===== config.mk =====
export PLATFORM = sky130hd
export DESIGN_NAME = seg7_scan_ctrl
export DESIGN_NICKNAME = d
export VERILOG_FILES = /design/src/rtl/seg7_pkg.sv /design/src/rtl/hex_to_7seg_structural.sv /design/src/rtl/seg7_scan_ctrl.sv
export SDC_FILE = /design/constraint.sdc
export NUM_CORES = 1
export LEC_CHECK = 0
export ABC_AREA = 1
export CORE_MARGIN = 4
export CORE_UTILIZATION = 35
export CTS_CLUSTER_SIZE = 25
export DETAILED_ROUTE_END_ITERATION = 7
export PLACE_DENSITY = 0.59
export SLEW_MARGIN = 20
export SYNTH_ARGS = -nofsm -noshare
export SYNTH_HDL_FRONTEND = slang
export SYNTH_SLANG_ARGS = --single-unit

===== constraint.sdc =====
create_clock -name clk -period 2.65 [get_ports clk]
set_clock_uncertainty 0.2 [all_clocks]
set_input_delay 0.53 -clock clk [delete_from_list [all_inputs] [get_ports clk]]
set_output_delay 0.53 -clock clk [all_outputs]
set_load 0.05 [all_outputs]

===== src/rtl/seg7_pkg.sv =====
// Shared types and constants for the 4-digit 7-segment scan controller.
package seg7_pkg;

  typedef enum logic [1:0] {
    OFF,
    GUARD,
    DRIVE
  } seg7_state_t;

  typedef logic [1:0] digit_idx_t;

  localparam int unsigned NUM_DIGITS = 4;
  localparam logic [6:0]  SEG_BLANK  = 7'h7F;
  localparam logic [3:0]  AN_OFF     = 4'hF;

  // True when digit d and every digit above it hold zero; digit 0 never qualifies.
  function automatic logic lead_zero(input logic [15:0] value, input digit_idx_t d);
    logic [15:0] upper;
    upper = value >> {d, 2'b00};
    return (d != 2'd0) && (upper == 16'h0000);
  endfunction

endpackage


===== src/rtl/hex_to_7seg_structural.sv =====
// Hex nibble to active-low segment pattern, ordered {g,f,e,d,c,b,a}.
module hex_to_7seg_structural (
  input  logic [3:0] hex,
  output logic [6:0] seg
);

  localparam logic [6:0] GLYPH [16] = '{
    7'h40, 7'h79, 7'h24, 7'h30,
    7'h19, 7'h12, 7'h02, 7'h78,
    7'h00, 7'h10, 7'h08, 7'h03,
    7'h46, 7'h21, 7'h06, 7'h0E
  };

  always_comb begin
    seg = GLYPH[hex];
  end

endmodule


===== src/rtl/seg7_scan_ctrl.sv =====
// Time-multiplexed 4-digit common-anode scan controller with frame-aligned
// value updates through a one-entry pending buffer.
module seg7_scan_ctrl #(
  parameter int unsigned DIV_CYCLES = 50_000,
  parameter int unsigned GUARD      = 16
) (
  input  logic        clk,
  input  logic        rst,
  input  logic        enable,
  input  logic        blank_lz,
  input  logic [3:0]  dp_mask,
  input  logic        load_valid,
  input  logic [15:0] load_data,
  output logic        load_ready,
  output logic [3:0]  an,
  output logic [6:0]  seg,
  output logic        dp
);
  import seg7_pkg::*;

  localparam int unsigned       CNT_W      = $clog2(DIV_CYCLES);
  localparam logic [CNT_W-1:0]  GUARD_LAST = CNT_W'(GUARD - 1);
  localparam logic [CNT_W-1:0]  SLOT_LAST  = CNT_W'(DIV_CYCLES - 1);
  localparam digit_idx_t        LAST_DIGIT = digit_idx_t'(NUM_DIGITS - 1);

  seg7_state_t      state;
  logic [CNT_W-1:0] cnt;
  digit_idx_t       digit;
  logic [15:0]      shadow;
  logic [15:0]      pending;
  logic             pend_full;

  logic [3:0]       nibble;
  logic [6:0]       dec_seg;
  logic             frame_end;
  logic             lit;

  always_comb begin
    nibble    = shadow[{digit, 2'b00} +: 4];
    frame_end = (state == seg7_pkg::OFF) ||
                ((state == seg7_pkg::DRIVE) && (digit == LAST_DIGIT) && (cnt == SLOT_LAST));
    lit       = (state == seg7_pkg::DRIVE) && !(blank_lz && lead_zero(shadow, digit));
  end

  hex_to_7seg_structural u_dec (
    .hex (nibble),
    .seg (dec_seg)
  );

  // Scan FSM; outputs are registered from the current slot position.
  always_ff @(posedge clk or posedge rst) begin
    if (rst) begin
      state <= seg7_pkg::OFF;
      cnt   <= '0;
      digit <= '0;
      an    <= AN_OFF;
      seg   <= SEG_BLANK;
      dp    <= 1'b1;
    end else begin
      if (lit) begin
        an  <= ~(4'b0001 << digit);
        seg <= dec_seg;
        dp  <= ~dp_mask[digit];
      end else begin
        an  <= AN_OFF;
        seg <= SEG_BLANK;
        dp  <= 1'b1;
      end

      if (!enable) begin
        state <= seg7_pkg::OFF;
        cnt   <= '0;
        digit <= '0;
      end else begin
        case (state)
          seg7_pkg::OFF: begin
            state <= seg7_pkg::GUARD;
            cnt   <= '0;
          end
          seg7_pkg::GUARD: begin
            cnt <= cnt + 1'b1;
            if (cnt == GUARD_LAST) state <= seg7_pkg::DRIVE;
          end
          seg7_pkg::DRIVE: begin
            if (cnt == SLOT_LAST) begin
              state <= seg7_pkg::GUARD;
              cnt   <= '0;
              digit <= digit + 1'b1;
            end else begin
              cnt <= cnt + 1'b1;
            end
          end
          default: state <= seg7_pkg::OFF;
        endcase
      end
    end
  end

  // A transfer needs pend_full, an accept needs it clear, so the two never coincide.
  always_ff @(posedge clk or posedge rst) begin
    if (rst) begin
      shadow     <= '0;
      pending    <= '0;
      pend_full  <= 1'b0;
      load_ready <= 1'b1;
    end else if (pend_full && frame_end) begin
      shadow     <= pending;
      pend_full  <= 1'b0;
      load_ready <= 1'b1;
    end else if (load_valid && load_ready) begin
      pending    <= load_data;
      pend_full  <= 1'b1;
      load_ready <= 1'b0;
    end
  end

endmodule


==> results.py, run 1 <==
metrics = {
    "detailed_routing": {
        "routed_wl_um": 7928,
        "dr.pass1.iters": 4,
        "dr_total_vias": 2982,
        "ant_nets": 0,
        "wl_per_cell_um": 12.31,
        "via_per_inst": 4.630,
        "drt_iter0_drc": 118,
        "drc": 0,
    },
    "sta": {
        "setup_viol": 0,
        "period_minus_slack_ps": 2426,
        "finalHoldViolCount": 0,
        "slew_headroom_pct": 65.30,
        "worstMarginPinSlew_ps": 518.9,
        "fmax_mhz": 412.2,
        "final_max_slew_viol_count": 0,
        "tns_ps": 0,
        "rsz0062_at_grt": "false",
        "period_share_pct": 91.55,
    },
    "flow_run": {
        "cap_viol_max_count": 0,
    },
    "synthesis": {
        "postSynthAreaPerCell_um2": 7.650,
        "synth_nets": 505,
        "synth_cell_types": 33,
        "ys_ff_latch": 66,
        "yosys_warnings": 0,
        "synth_top_cells_by_area": "dfrtp_1 37%, nand2_1 20%, dfstp_2 9.6%",
        "syn_area_mm2": 0.003557,
        "yosysTopAreaCell": "dfrtp_1",
        "yosysTopAreaCellShare_pct": 37.28,
        "syn_inst": 465,
        "ys_seq_area_share_pct": 46.89,
    },
    "placement": {
        "io_buffers": 37,
        "gp_congestion": 0.8536,
        "dp_hpwl_um": 5774,
    },
    "global_route": {
        "antenna_found_initial": 0,
        "grt_max_degree": 36,
        "first_global_vias": 2854,
        "gr-total-overflow": 0,
        "grt_pass1_wl_um": 13680,
        "grt.total_usage_pct": 14.53,
    },
    "setup_path": {
        "cp_max_fo": 3,
        "crit_start": "load_ready",
        "cp_top_family": "buffers and inverters",
        "worstSetupStartpointType": "flip-flop",
        "path_depth": 1,
        "timing.rr.start": "digit[0]",
        "crit_chain": "clkdlybuf4s50_1",
        "setup.worst_path.end_class": "output pin",
        "criticalPathCategory": "reg2out",
        "r2r_cells": 13,
        "arrival_ps": 1700,
        "reg2reg_to": "an[2]",
        "endpoint": "load_ready",
        "critPathSlowestCell": "clkdlybuf4s50_1",
        "worst-path-buf-inv": 1,
        "cp_slowest_stage_delay_ps": 800,
        "rrSetupSlack_ps": 400,
        "cp.required_ps": 1920,
    },
    "min_path": {
        "hold_path.class": "reg2reg",
        "min_from": "pending[9]",
        "worstHoldPathCells": 2,
    },
    "pwr": {
        "power_density_mw_per_mm2": 953.7,
        "p_leak_uw": 0.002077,
        "ir_worst_vdd_mv": 0.4564,
    },
    "cts": {
        "cts_inserted_buffers": 9,
        "cts_setup_buffers": 0,
        "cts.htree.levels": 3,
        "clock_latency_ps": 350,
        "ctsResizeCount": 0,
        "cts_tree": "built",
        "cts_hold_buf": 0,
        "clockBufferDepth": 2,
        "clockRootBuffer": "clkbuf_8",
        "cts_num_sinks": 66,
        "clk_pin_slew_worst_paths_ps": 70,
    },
    "die": {
        "pin_count": 38,
        "rows": 36,
        "dieArea_mm2": 0.01184,
        "coreArea_mm2": 0.009819,
        "initial_utilization_pct": 36.23,
        "die_x_um": 108.8,
        "die_y_um": 108.8,
    },
    "outcome": {
        "status": "finished clean",
    },
    "finish": {
        "fin_nets": 546,
        "n_antenna_cell": 0,
        "area_growth_pct": 21.42,
        "final_util_pct": 43.99,
        "drive_gt1_share_pct": 9.393,
    },
}
==> how the worst min path moves through the flow <==
stage,end
final,pending[9]
after global routing,pending[12]
after CTS,pending[10]
after detailed placement,pending[6]
after global placement,pending[8]
after floorplan,pending[0]
==> kinds of logic after synthesis <==
family,count (synthesis),share of synthesized area [%]
flip-flops,66,46.89
XOR/XNOR,11,2.709
AO/OA/AOI/OAI,32,4.784
adder cells (fa/ha/maj),15,5.276
buffers and inverters,50,6.225
AND/OR/NAND/NOR,291,34.12
==> final cells by class <==
class                   instances  area (µm²)
flip-flops and latches         66        1668
inverters                      37       140.1
clock inverters                 7       125.1
well taps                     133       166.4
clock buffers                   9       123.9
multi-input cells             349        1668
repair buffers                 43       427.9
fillers                      1037        5500
==> per-stage QoR <==
stage	total power [µW]	instance area [µm²]	instances	hold slack (ps)	worst slack, ps
CTS	4162	4319	644	277.9	201.5
finish	4119	4319	644	274.7	224.0
global placement	3072	4070	628	258.1	413.6
floorplan	2696	3557	465	242.2	286.7
global route	4436	4319	644	297.0	134.4
detailed placement	3079	4070	628	259.1	386.6
==> cell usage after synthesis, drive strengths merged <==
| master | number |
|---|---|
| a21o | 1 |
| a21oi | 11 |
| a31oi | 1 |
| and2 | 1 |
| buf | 10 |
| clkbuf | 3 |
| clkinv | 3 |
| dfrtp | 53 |
| dfstp | 13 |
| ha | 15 |
| inv | 34 |
| nand2 | 192 |
| nand3 | 44 |
| nand3b | 1 |
| nand4 | 9 |
| nor2 | 40 |
| nor3 | 3 |
| nor3b | 1 |
| o21a | 1 |
| o21ai | 16 |
| o21bai | 1 |
| o22ai | 1 |
| xnor2 | 3 |
| xor2 | 8 |
==> per-layer routing <==
metal  wire, µm  vias up  GRT usage [%]  part of all wire [%]
met4         78        0          5.410                  0.98
met5          0        -              0                     0
met1       3979     1361          20.41                    50
met2       3478       70          21.71                    44
li1           -     1544              -                     -
met3        391        7          3.552                   4.9
==> state kept, by name (all words and copies together) (netlist names), 2 cells and up <==
name,flops
cnt,16
pending,16
shadow,16
seg,7
an,4
digit,2
state,2
==> cell usage in the layout (no fill, tap or decap), types with 2 or more instances in the layout <==
| cell type | instances |
|---|---|
| buf_4 | 5 |
| inv_6 | 2 |
| nand3_1 | 44 |
| clkinv_4 | 2 |
| dfstp_2 | 13 |
| nand2_4 | 2 |
| inv_2 | 5 |
| clkinv_1 | 2 |
| inv_1 | 29 |
| bufinv_16 | 3 |
| o21ai_1 | 9 |
| a21oi_1 | 11 |
| xor2_1 | 8 |
| dfrtp_1 | 53 |
| ha_1 | 15 |
| o21ai_0 | 7 |
| xnor2_1 | 3 |
| nor3_1 | 2 |
| nand4_1 | 9 |
| nor2_1 | 37 |
| nand2_1 | 189 |
| clkbuf_8 | 9 |
| clkdlybuf4s50_1 | 37 |
| nor2_2 | 3 |
==> report_power, final <==
| part | leakage (µW) | internal (µW) | switching [µW] | total [µW] |
|---|---|---|---|---|
| sequential | 0.000829 | 1340 | 201 | 1540 |
| combinational | 0.00112 | 496 | 1020 | 1510 |
| clock | 0.000124 | 635 | 430 | 1060 |
| total | 0.00208 | 2470 | 1650 | 4120 |
Power figures use the tool's default switching activity.
==> inputs of run 2 (changes only) <==
- CELL_PAD_IN_SITES_DETAIL_PLACEMENT: not set -> 0
- CELL_PAD_IN_SITES_GLOBAL_PLACEMENT: not set -> 1
- CORE_ASPECT_RATIO: not set -> 0.6
- PLACE_DENSITY: 0.59 -> 0.74
==> run 2 against run 1 <==
  * Worst hold slack got worse by 5.9 ps
  * Critical endpoint unchanged
  * Critical path depth unchanged
  * Global-route usage increased by 0.56 points
  * Count of clock-buffer cells in the layout grew 3
  * Final area rose by 0.96%
  * Largest power group unchanged
  * Setup slack improved by 33 ps
==> results.py, run 2 (synthesized netlist as in run 1, its figures left out) <==
metrics = {
    "outcome": {
        "status": "finished clean",
    },
    "finish": {
        "top_regs": "cnt (16), pending (16), shadow (16)",
        "layout_commonest_cell": "nand2_1",
        "area_growth_pct": 22.58,
        "n_antenna_cell": 0,
        "drive_gt1_share_pct": 9.020,
        "fin_nets": 546,
        "instances_no_fill": 645,
        "most-common-layout-cells": "189 x nand2_1, 52 x dfrtp_1, 44 x nand3_1",
    },
    "die": {
        "coreArea_mm2": 0.009879,
        "dieArea_mm2": 0.01189,
        "rows": 28,
        "initial_utilization_pct": 36.01,
        "die_x_um": 138.2,
        "pin_count": 38,
        "die_y_um": 86.09,
    },
    "setup_path": {
        "cp_slowest_stage_delay_ps": 800,
        "critPathSlowestCell": "clkdlybuf4s50_1",
        "setup.worst_path.end_class": "output pin",
        "cp_max_fo": 3,
        "criticalPathCategory": "reg2out",
        "rrSetupSlack_ps": 390,
        "worst-path-buf-inv": 1,
        "cp.required_ps": 1920,
        "arrival_ps": 1660,
        "crit_chain": "clkdlybuf4s50_1",
        "worstSetupStartpointType": "flip-flop",
        "cp_top_family": "buffers and inverters",
    },
    "detailed_routing": {
        "via_per_inst": 4.645,
        "dr.pass1.iters": 4,
        "drc": 0,
        "dr_total_vias": 2996,
        "wl_per_cell_um": 12.56,
        "routed_wl_um": 8103,
        "ant_nets": 0,
        "drt_iter0_drc": 219,
    },
    "placement": {
        "gp_congestion": 0.8169,
        "placed_cells": 630,
        "io_buffers": 37,
        "dp_slack_ps": 252.8,
        "dp_hpwl_um": 6003,
    },
    "sta": {
        "tns_ps": 0,
        "slew_headroom_pct": 66.29,
        "period_share_pct": 90.30,
        "finalHoldViolCount": 0,
        "period_minus_slack_ps": 2393,
        "setup_slack_ps": 257.0,
        "final_max_slew_viol_count": 0,
        "worstMarginPinSlew_ps": 504.1,
        "fmax_mhz": 417.9,
        "rsz0062_at_grt": "false",
        "setup_viol": 0,
    },
    "pwr": {
        "p_leak_uw": 0.002091,
        "power_uw": 4236,
        "power_density_mw_per_mm2": 971.5,
        "ir_worst_vdd_mv": 0.4175,
    },
    "cts": {
        "cts_tree": "built",
        "clock_latency_ps": 330,
        "ctsResizeCount": 0,
        "cts_num_sinks": 66,
        "clockRootBuffer": "clkbuf_16",
        "cts_inserted_buffers": 9,
        "cts.htree.levels": 3,
        "clk_pin_slew_worst_paths_ps": 50,
        "clockBufferDepth": 2,
        "cts_hold_buf": 0,
        "cts_setup_buffers": 0,
    },
    "global_route": {
        "antenna_found_initial": 0,
        "grt_max_degree": 67,
        "gr-total-overflow": 0,
        "grt_pass1_wl_um": 14500,
        "grtUsageMet3_pct": 5.237,
        "grt_util_met1_pct": 23.16,
        "busiest_layer": "met1",
        "first_global_vias": 2921,
        "grt.total_usage_pct": 15.09,
        "use_met2_pct": 20.13,
    },
    "flow_run": {
        "cap_viol_max_count": 0,
    },
    "min_path": {
        "hold_path.class": "reg2reg",
    },
}
==> run 2: changes by cell type in the layout (fill, tap and decap cells not counted) <==
cell       delta
clkbuf_8      -8
clkinv_2      +2
inv_6         -2
clkbuf_1      +2
dfrtp_2       +1
bufinv_16     -2
dfrtp_1       -1
clkinv_4      -2
clkbuf_16     +9
==> run 2: layout make-up <==
cell class / instances / area (µm²)
Clock buffer: 12 / 246.5
Clock inverter: 3 / 40.04
Fill cell: 1033 / 5519
Inverter: 37 / 140.1
Multi-Input combinational cell: 349 / 1668
Sequential cell: 66 / 1669
Tap cell: 135 / 168.9
Timing Repair Buffer: 43 / 427.9
==> run 2: final timing paths <==
check | start | endpoint | cells past startpoint
min | pending[8] | shadow[8] | 2
min reg2reg | pending[8] | shadow[8] | 2
max | load_ready | load_ready | 1
max in group asynchronous | rst | an[1] | 3
max reg2reg | digit[0] | seg[2] | 13
min in group asynchronous | rst | pending[11] | 3
==> run 2: layer usage <==
metal / share of wire (%) / up-vias
met5: 0 / -
met4: 0.57 / 0
met3: 5.3 / 6
met2: 37 / 67
met1: 57 / 1365
li1: - / 1558
==> run 2: report_power, final <==
group,internal [µW],switching (µW)
clock network,745,404
logic,506,1040
registers,1340,201
total,2600,1640
==> run 2: per-stage QoR <==
step / area [µm²] / util [%] / hold slack, ps
2_1_floorplan: 3557 / - / 242.2
3_3_place_gp: 4073 / 41.22 / 258.7
3_5_place_dp: 4073 / 41.22 / 256.4
4_1_cts: 4359 / 44.12 / 269.6
5_1_grt: 4360 / 44.14 / 289.3
6_report: 4360 / 44.14 / 268.9
==> inputs of run 3 (changes only) <==
- SETUP_SLACK_MARGIN: not set -> 0.1
==> run 3 against run 2 <==
  * Sequential share of layout area fell by 0.20 points
  * Core utilization rose by 0.23 points
  * Highest routed layer unchanged
  * Final area rose by 0.52%
  * Global-route usage did not move
  * First-iteration DRC count fell by 0.91%
  * Sequential cell count did not move
  * Cell count rose by 0.47%
  * Total power barely moved
==> results.py, run 3 (synthesized netlist as in run 1, its figures left out) <==
metrics = {
    "finish": {
        "layout_commonest_cell": "nand2_1",
        "instances_no_fill": 648,
        "fin_nets": 549,
        "drive_gt1_share_pct": 9.552,
        "fin_area_mm2": 0.004383,
        "top_regs": "cnt (16), pending (16), shadow (16)",
        "fillers": 1031,
        "most-common-layout-cells": "189 x nand2_1, 52 x dfrtp_1, 44 x nand3_1",
        "n_antenna_cell": 0,
        "multiInputGateArea_mm2": 0.001668,
        "regArea_mm2": 0.001669,
        "area_growth_pct": 23.21,
    },
    "sta": {
        "tns_ps": 0,
        "fmax_mhz": 417.9,
        "slew_headroom_pct": 66.29,
        "setup_viol": 0,
        "rsz0062_at_grt": "false",
        "period_minus_slack_ps": 2393,
        "finalHoldViolCount": 0,
        "final_max_slew_viol_count": 0,
        "worstMarginPinSlew_ps": 504.1,
        "period_share_pct": 90.31,
    },
    "die": {
        "dieArea_mm2": 0.01189,
        "die_x_um": 138.2,
        "coreArea_mm2": 0.009879,
        "pin_count": 38,
        "die_y_um": 86.09,
        "initial_utilization_pct": 36.01,
        "rows": 28,
    },
    "cts": {
        "cts.htree.levels": 3,
        "clk_pin_slew_worst_paths_ps": 50,
        "cts_num_sinks": 66,
        "clockRootBuffer": "clkbuf_16",
        "cts_inserted_buffers": 9,
        "cts_tree": "built",
        "clockBufferDepth": 2,
        "clock_latency_ps": 330,
    },
    "setup_path": {
        "crit_start": "load_ready",
        "worstSetupStartpointType": "flip-flop",
        "cp_max_fo": 3,
        "crit_chain": "clkdlybuf4s50_1",
        "cp_slowest_stage_delay_ps": 800,
        "critPathSlowestCell": "clkdlybuf4s50_1",
        "arrival_ps": 1660,
        "worst-path-buf-inv": 1,
        "criticalPathCategory": "reg2out",
        "timing.rr.start": "digit[1]",
        "setup.worst_path.end_class": "output pin",
        "cp_top_family": "buffers and inverters",
        "cp.required_ps": 1920,
    },
    "pwr": {
        "power_uw": 4237,
        "power.switching_uw": 1642,
        "clkPwrFrac_pct": 27.1,
        "switching_share_pct": 38.76,
        "power_frac_comb_pct": 36.4,
        "ir_worst_vdd_mv": 0.4177,
        "p_leak_uw": 0.002108,
        "sequentialPowerShare_pct": 36.5,
        "power_density_mw_per_mm2": 966.8,
        "p_int_uw": 2595,
    },
    "detailed_routing": {
        "drc": 0,
        "ant_nets": 0,
        "wl_per_cell_um": 12.53,
        "dr_total_vias": 2998,
        "via_per_inst": 4.627,
        "dr.pass1.iters": 4,
        "routed_wl_um": 8118,
        "drt_iter0_drc": 217,
    },
    "global_route": {
        "antenna_found_initial": 0,
        "first_global_vias": 2921,
        "grt_max_degree": 67,
        "gr-total-overflow": 0,
        "grt_pass1_wl_um": 14500,
        "grt.total_usage_pct": 15.09,
    },
    "min_path": {
        "min_from": "pending[8]",
        "hold_path.class": "reg2reg",
    },
    "placement": {
        "gp_congestion": 0.8169,
        "placed_area_mm2": 0.004073,
        "dp_hpwl_um": 6003,
        "io_buffers": 37,
        "placed_cells": 630,
    },
    "flow_run": {
        "cap_viol_max_count": 0,
    },
    "outcome": {
        "status": "finished clean",
    },
}
-- run 3: repair_timing --
action                     in CTS  in global routing
setup buffers                   0                  3
hold buffers                    0                  0
resized for setup               0                  1
setup endpoints to repair       0                  9
-- run 3: layer usage --
layer / track usage, % / up-vias / share of wire, %
met5: 0 / - / 0
met2: 20.13 / 69 / 37
li1: - / 1567 / -
met4: 3.229 / 0 / 0.57
met3: 5.237 / 6 / 6.0
met1: 23.16 / 1356 / 57
-- run 3: final timing paths --
| check | end | slack, ps | depth (start not counted) |
|---|---|---|---|
| min in group asynchronous | pending[11] | 390 | 3 |
| worst min register to register | shadow[8] | 270 | 2 |
| worst max-delay path | load_ready | 260 | 1 |
| worst min-delay path | shadow[8] | 270 | 2 |
| max in group asynchronous | seg[0] | 1520 | 3 |
| worst max register to register | seg[2] | 400 | 12 |
-- run 3: cell type report --
type                       instances  area share [%]
multi-input combinational        349           38.05
timing repair buffer              46           10.28
clock buffer                      12           5.624
tap                              135           3.854
inverter                          37           3.197
sequential                        66           38.08
clock inverter                     3          0.9135
-- run 3: power by group through the flow --
| stage | Clock, µW | Sequential, µW | Combinational (µW) |
|---|---|---|---|
| after floorplan | 0 | 1680 | 1010 |
| after global placement | 0 | 1550 | 1540 |
| after detailed placement | 0 | 1560 | 1550 |
| after CTS | 1180 | 1550 | 1560 |
| after global routing | 1230 | 1590 | 1780 |
| final | 1150 | 1550 | 1540 |
-- run 3: stage by stage --
step                      utilization (%)  setup slack [ps]  hold slack, ps
after global routing                44.36             125.6           289.3
after detailed placement            41.22             252.8           256.4
after floorplan                         -             286.7           242.2
after global placement              41.22             319.3           258.7
final                               44.36             256.9           268.9
after CTS                           44.12             225.9           269.6
